<file path="src/rtl/count_event_monitor.sv">
// -----------------------------------------------------------------------------
// count_event_monitor
//
// Watches a free-running 4-bit up-counter. It reports 15->0 wraps and arrivals
// at a programmable match value, keeps an epoch count of wraps, and runs a
// small arm/fire/acknowledge interrupt FSM driven by the match events.
//
// Parameters
//   EPOCH_W    width of the wrap-epoch counter (2..16)
//
// Ports
//   clk        in   single clock, all state updates on the rising edge
//   reset      in   synchronous active-high reset
//   count      in   [3:0] up-counter value, sampled every edge
//   arm        in   enables the interrupt FSM (match detection to FIRED)
//   match_val  in   [3:0] count value that triggers a match
//   irq_ack    in   acknowledges a pending interrupt (only honoured in FIRED)
//   wrap       out  one-cycle pulse per detected 15->0 transition
//   match      out  one-cycle pulse per arrival of count at match_val
//   epoch      out  [EPOCH_W-1:0] wraps seen modulo 2^EPOCH_W
//   irq        out  high exactly while the FSM is in FIRED
//   state      out  [1:0] FSM state: IDLE=0, ARMED=1, FIRED=2
//   seq_err    out  sticky count-sequence error flag
//
// Build option
//   COUNT_SEQ_CHECK_EN  when defined, seq_err flags any sampled count that is
//                       neither a repeat nor a +1 (mod 16) step; when undefined
//                       seq_err is tied low and no checker logic exists.
// -----------------------------------------------------------------------------
module count_event_monitor #(
    parameter int EPOCH_W = 8
) (
    input  logic               clk,
    input  logic               reset,
    input  logic [3:0]         count,
    input  logic               arm,
    input  logic [3:0]         match_val,
    input  logic               irq_ack,
    output logic               wrap,
    output logic               match,
    output logic [EPOCH_W-1:0] epoch,
    output logic               irq,
    output logic [1:0]         state,
    output logic               seq_err
);

    typedef enum logic [1:0] {
        ST_IDLE  = 2'd0,
        ST_ARMED = 2'd1,
        ST_FIRED = 2'd2
    } state_t;

    state_t             r_state;
    state_t             w_state_nxt;
    logic [3:0]         r_cnt_q;
    logic               r_cnt_v;
    logic               r_wrap;
    logic               r_match;
    logic [EPOCH_W-1:0] r_epoch;
    logic               w_wrap_hit;
    logic               w_match_hit;

    // Both events need a previous sample, so nothing fires on the first
    // edge after reset. A match is an arrival: a steady count never re-pulses.
    assign w_wrap_hit  = r_cnt_v && (r_cnt_q == 4'd15) && (count == 4'd0);
    assign w_match_hit = r_cnt_v && (count == match_val) && (count != r_cnt_q);

    // Previous-sample register; gated by r_cnt_v, so it needs no reset.
    always_ff @(posedge clk) begin
        r_cnt_q <= count;
    end

    // Stage 1: registered event pulses, epoch count and FSM state
    always_ff @(posedge clk) begin
        if (reset) begin
            r_cnt_v <= 1'b0;
            r_wrap  <= 1'b0;
            r_match <= 1'b0;
            r_epoch <= '0;
            r_state <= ST_IDLE;
        end else begin
            r_cnt_v <= 1'b1;
            r_wrap  <= w_wrap_hit;
            r_match <= w_match_hit;
            if (w_wrap_hit) begin
                r_epoch <= r_epoch + {{(EPOCH_W-1){1'b0}}, 1'b1};
            end
            r_state <= w_state_nxt;
        end
    end

    // Dropping arm beats a coincident match; FIRED ignores arm and matches
    // until acknowledged, so an ack coinciding with a match does not re-fire.
    always_comb begin
        w_state_nxt = r_state;
        case (r_state)
            ST_IDLE: begin
                if (arm) w_state_nxt = ST_ARMED;
            end
            ST_ARMED: begin
                if (!arm)             w_state_nxt = ST_IDLE;
                else if (w_match_hit) w_state_nxt = ST_FIRED;
            end
            ST_FIRED: begin
                if (irq_ack) w_state_nxt = arm ? ST_ARMED : ST_IDLE;
            end
            default: w_state_nxt = ST_IDLE;
        endcase
    end

    assign wrap  = r_wrap;
    assign match = r_match;
    assign epoch = r_epoch;
    assign state = r_state;
    assign irq   = (r_state == ST_FIRED);

`ifdef COUNT_SEQ_CHECK_EN
    logic [3:0] w_cnt_inc;
    logic       w_seq_bad;
    logic       r_seq_err;

    // The 4-bit add wraps 15 to 0, so 15->0 counts as a legal step.
    assign w_cnt_inc = r_cnt_q + 4'd1;
    assign w_seq_bad = r_cnt_v && (count != r_cnt_q) && (count != w_cnt_inc);

    always_ff @(posedge clk) begin
        if (reset) begin
            r_seq_err <= 1'b0;
        end else if (w_seq_bad) begin
            r_seq_err <= 1'b1;
        end
    end

    assign seq_err = r_seq_err;
`else
    assign seq_err = 1'b0;
`endif

endmodule
</file>
<file path="config.mk">
export PLATFORM = sky130hd
export DESIGN_NAME = count_event_monitor
export DESIGN_NICKNAME = d
export VERILOG_FILES = /design/src/rtl/count_event_monitor.sv
export SDC_FILE = /design/constraint.sdc
export NUM_CORES = 1
export LEC_CHECK = 0
export BUFFER_PORTS_ARGS = -buffer_cell sky130_fd_sc_hd__buf_2
export CAP_MARGIN = 40
export CORE_UTILIZATION = 52
export CTS_BUF_LIST = sky130_fd_sc_hd__clkbuf_8 sky130_fd_sc_hd__clkbuf_16
export DETAILED_ROUTE_END_ITERATION = 10
export PLACE_DENSITY = 0.9
export SYNTH_ARGS = -nofsm -noshare
export SYNTH_HDL_FRONTEND = slang
export SYNTH_SLANG_ARGS = --single-unit
export TNS_END_PERCENT = 1
</file>
<file path="constraint.sdc">
create_clock -name clk -period 5.1 [get_ports clk]
set_input_delay 1.275 -clock clk [delete_from_list [all_inputs] [get_ports clk]]
set_output_delay 1.275 -clock clk [all_outputs]
set_load 0.05 [all_outputs]
</file>
==> flow_summary.json <==
{
  "cts_resized": 0,
  "highest_layer": "met4",
  "crit_type": "in2reg",
  "drive_gt1_share_pct": 31.48,
  "wl_met2_um": 856,
  "grt_antenna_before_repair": 0,
  "tns_ns": 0,
  "worst_slew_pin_slew_ns": 0.5433,
  "critPathMaxFanout": 5,
  "cts_setup_buffers": 0,
  "wl_met1_um": 775,
  "cp.arrival_ns": 2.58,
  "status": "completed",
  "synthDistinctLibCells": 34,
  "yosys.area.top_type": "dfxtp_1",
  "grt_pass1_wl_um": 2794,
  "area_growth_syn_to_layout_pct": 20.52,
  "routedWlPerCell_um": 14.00,
  "coreArea_sq_mm": 0.001383,
  "grt_start_max_net_pins": 16,
  "async_reset_ff_share_pct": 0,
  "start_kind": "input port",
  "first_global_vias": 652,
  "clock_path_buffers": 2,
  "start_util_pct": 59.55,
  "final-seq-area_sq_um": 340.3,
  "antenna_cells": 0,
  "netlist_instances": 82,
  "gr-total-overflow": 0,
  "wl_met3_um": 55,
  "track_usage_pct": 20.47,
  "synth-edff-count": 0,
  "holdBufCountCts": 0,
  "design_area_sq_um": 992.2,
  "min_period_over_period_pct": 47.87,
  "synth.avg_cell_area_sq_um": 10.04,
  "timing_hold_violations_final": 0,
  "rows": 13,
  "slew_viol_final": 0,
  "skew_ns": 0.003349,
  "wl_um": 1722,
  "synth_ff_type": "dfxtp_1",
  "synth_warnings": 0,
  "rsz0062_at_grt": "no",
  "ioPinCount": 26,
  "clkTransAtPathRegs_ns": 0.06,
  "syn-cell-area_sq_um": 823.3,
  "period_minus_slack_ns": 2.441,
  "first_iter_violations": 19,
  "dieArea_sq_mm": 0.001746,
  "routabilityCongestion": 0.8922,
  "cp-end-kind": "flip-flop",
  "ys_top_cells_by_area": "dfxtp_1 41%, xnor2_1 7.4%, nor2b_1 4.6%",
  "r2r-start": "r_cnt_v",
  "synth_top_area_share_pct": 41.34,
  "max_freq_mhz": 409.6,
  "hp-class": "reg2reg",
  "synth_nets": 95,
  "cts_buffers": 3,
  "setup_viol": 0,
  "numPortBuffers": 24,
  "ys_seq_area_share_pct": 41.34,
  "drc": 0,
  "via_per_inst": 5.772,
  "hp-start": "epoch[4]",
  "critPathRequiredTime_ns": 5.24,
  "placed_area_sq_um": 947.2,
  "drt-pass1-iter-count": 4,
  "multi_input_area_sq_um": 460.4,
  "via_count": 710,
  "drv_cap": 0,
  "ant_nets": 0,
  "dieHeight_um": 41.79,
  "clkLatencyLatePin_ns": 0.25,
  "max-slew-margin-rel_pct": 62.84,
  "die_x_um": 41.79,
  "finalNetCount": 122,
  "cts_tree": "yes",
  "cts-root-buf": "clkbuf_8",
  "h-tree-depth": 1,
  "leakagePower_nw": 0.4404,
  "crit_path_start": "count[0]",
  "ir_drop_mv": 0.1522,
  "synth_seq_cells": 17,
  "fillers": 109,
  "p_per_area_mw_per_mm2": 267.9,
  "post-dp-hpwl_um": 1207,
  "numClockSinks": 17
}
==> logic make-up after synthesis <==
kind of cell | Yosys count | synth area share, %
AND/OR/NAND/NOR | 40 | 33.29
flip-flops | 17 | 41.34
AO/OA/AOI/OAI | 8 | 7.295
XOR/XNOR | 8 | 8.511
buffers and inverters | 4 | 2.735
multiplexers | 3 | 4.863
adder cells (fa/ha/maj) | 1 | 1.520
other | 1 | 0.4555
==> worst paths after layout <==
check             endpoint  slack, ns  cells past startpoint
setup reg to reg  epoch[7]       3.48                      4
setup / recovery  epoch[7]       2.66                      5
hold / removal    epoch[4]       0.52                      2
hold reg to reg   epoch[4]       0.52                      2
==> layer usage <==
layer	global-route usage, %	up-vias
met3	2.609	5
met4	9.677	0
met1	24.39	339
met5	0	-
met2	35.94	20
li1	-	346
==> cell usage after synthesis (2+ instances only) <==
master and number:
xnor2_1 7, nor2b_1 6, nand4b_1 2, nand2b_1 2
o21ai_0 2, buf_4 2, a21oi_1 2, nand3_1 4
nand2_1 2, nand4_1 3, and4_1 2, nor2_1 8
mux2_4 2, dfxtp_1 17, inv_1 2
==> area by class of cell <==
type / count / share of cell area [%]
multi-input combinational: 61 / 46.41
inverter: 2 / 0.7566
timing repair buffer: 24 / 12.11
clock inverter: 1 / 0.3783
tap: 15 / 1.892
sequential: 17 / 34.30
clock buffer: 3 / 4.161
==> critical path: stages <==
cell and delay [ns]:
buf_2 0.14, or3_4 0.43, nor4_4 0.29, nand3_1 0.15, mux2_4 0.31
==> cells in the final DEF, fill, tap and decap left out, types with 3 or more instances in the layout <==
cell      count
xnor2_1       7
nor2_1        8
nand3_1       4
nor2b_1       6
nand4_1       3
buf_2        24
clkbuf_8      3
inv_1         3
dfxtp_1      17
==> state kept, by name (all words and copies together), names as in the netlist <==
name / flops
r_cnt_q: 4
wrap: 1
epoch: 8
state: 2
r_cnt_v: 1
match: 1
==> where the power goes <==
| group | switching, mW | total (mW) | internal (mW) |
|---|---|---|---|
| sequential | 0.00342 | 0.139 | 0.136 |
| combinational | 0.0166 | 0.0276 | 0.0109 |
| clock | 0.0456 | 0.0990 | 0.0534 |
| total | 0.0657 | 0.266 | 0.200 |
==> through the flow <==
stage	power (mW)	worst slack (ns)	hold WS [ns]	instances	util (%)
CTS	0.2642	2.667	0.5228	123	71.76
floorplan	0.1597	2.384	0.5160	82	-
global placement	0.1678	2.423	0.4934	119	68.51
global route	0.2734	2.517	0.5527	123	71.76
detailed placement	0.1689	2.398	0.5101	119	68.51
finish	0.2658	2.659	0.5228	123	71.76
Note: power is estimated with default switching activity, not from simulation.
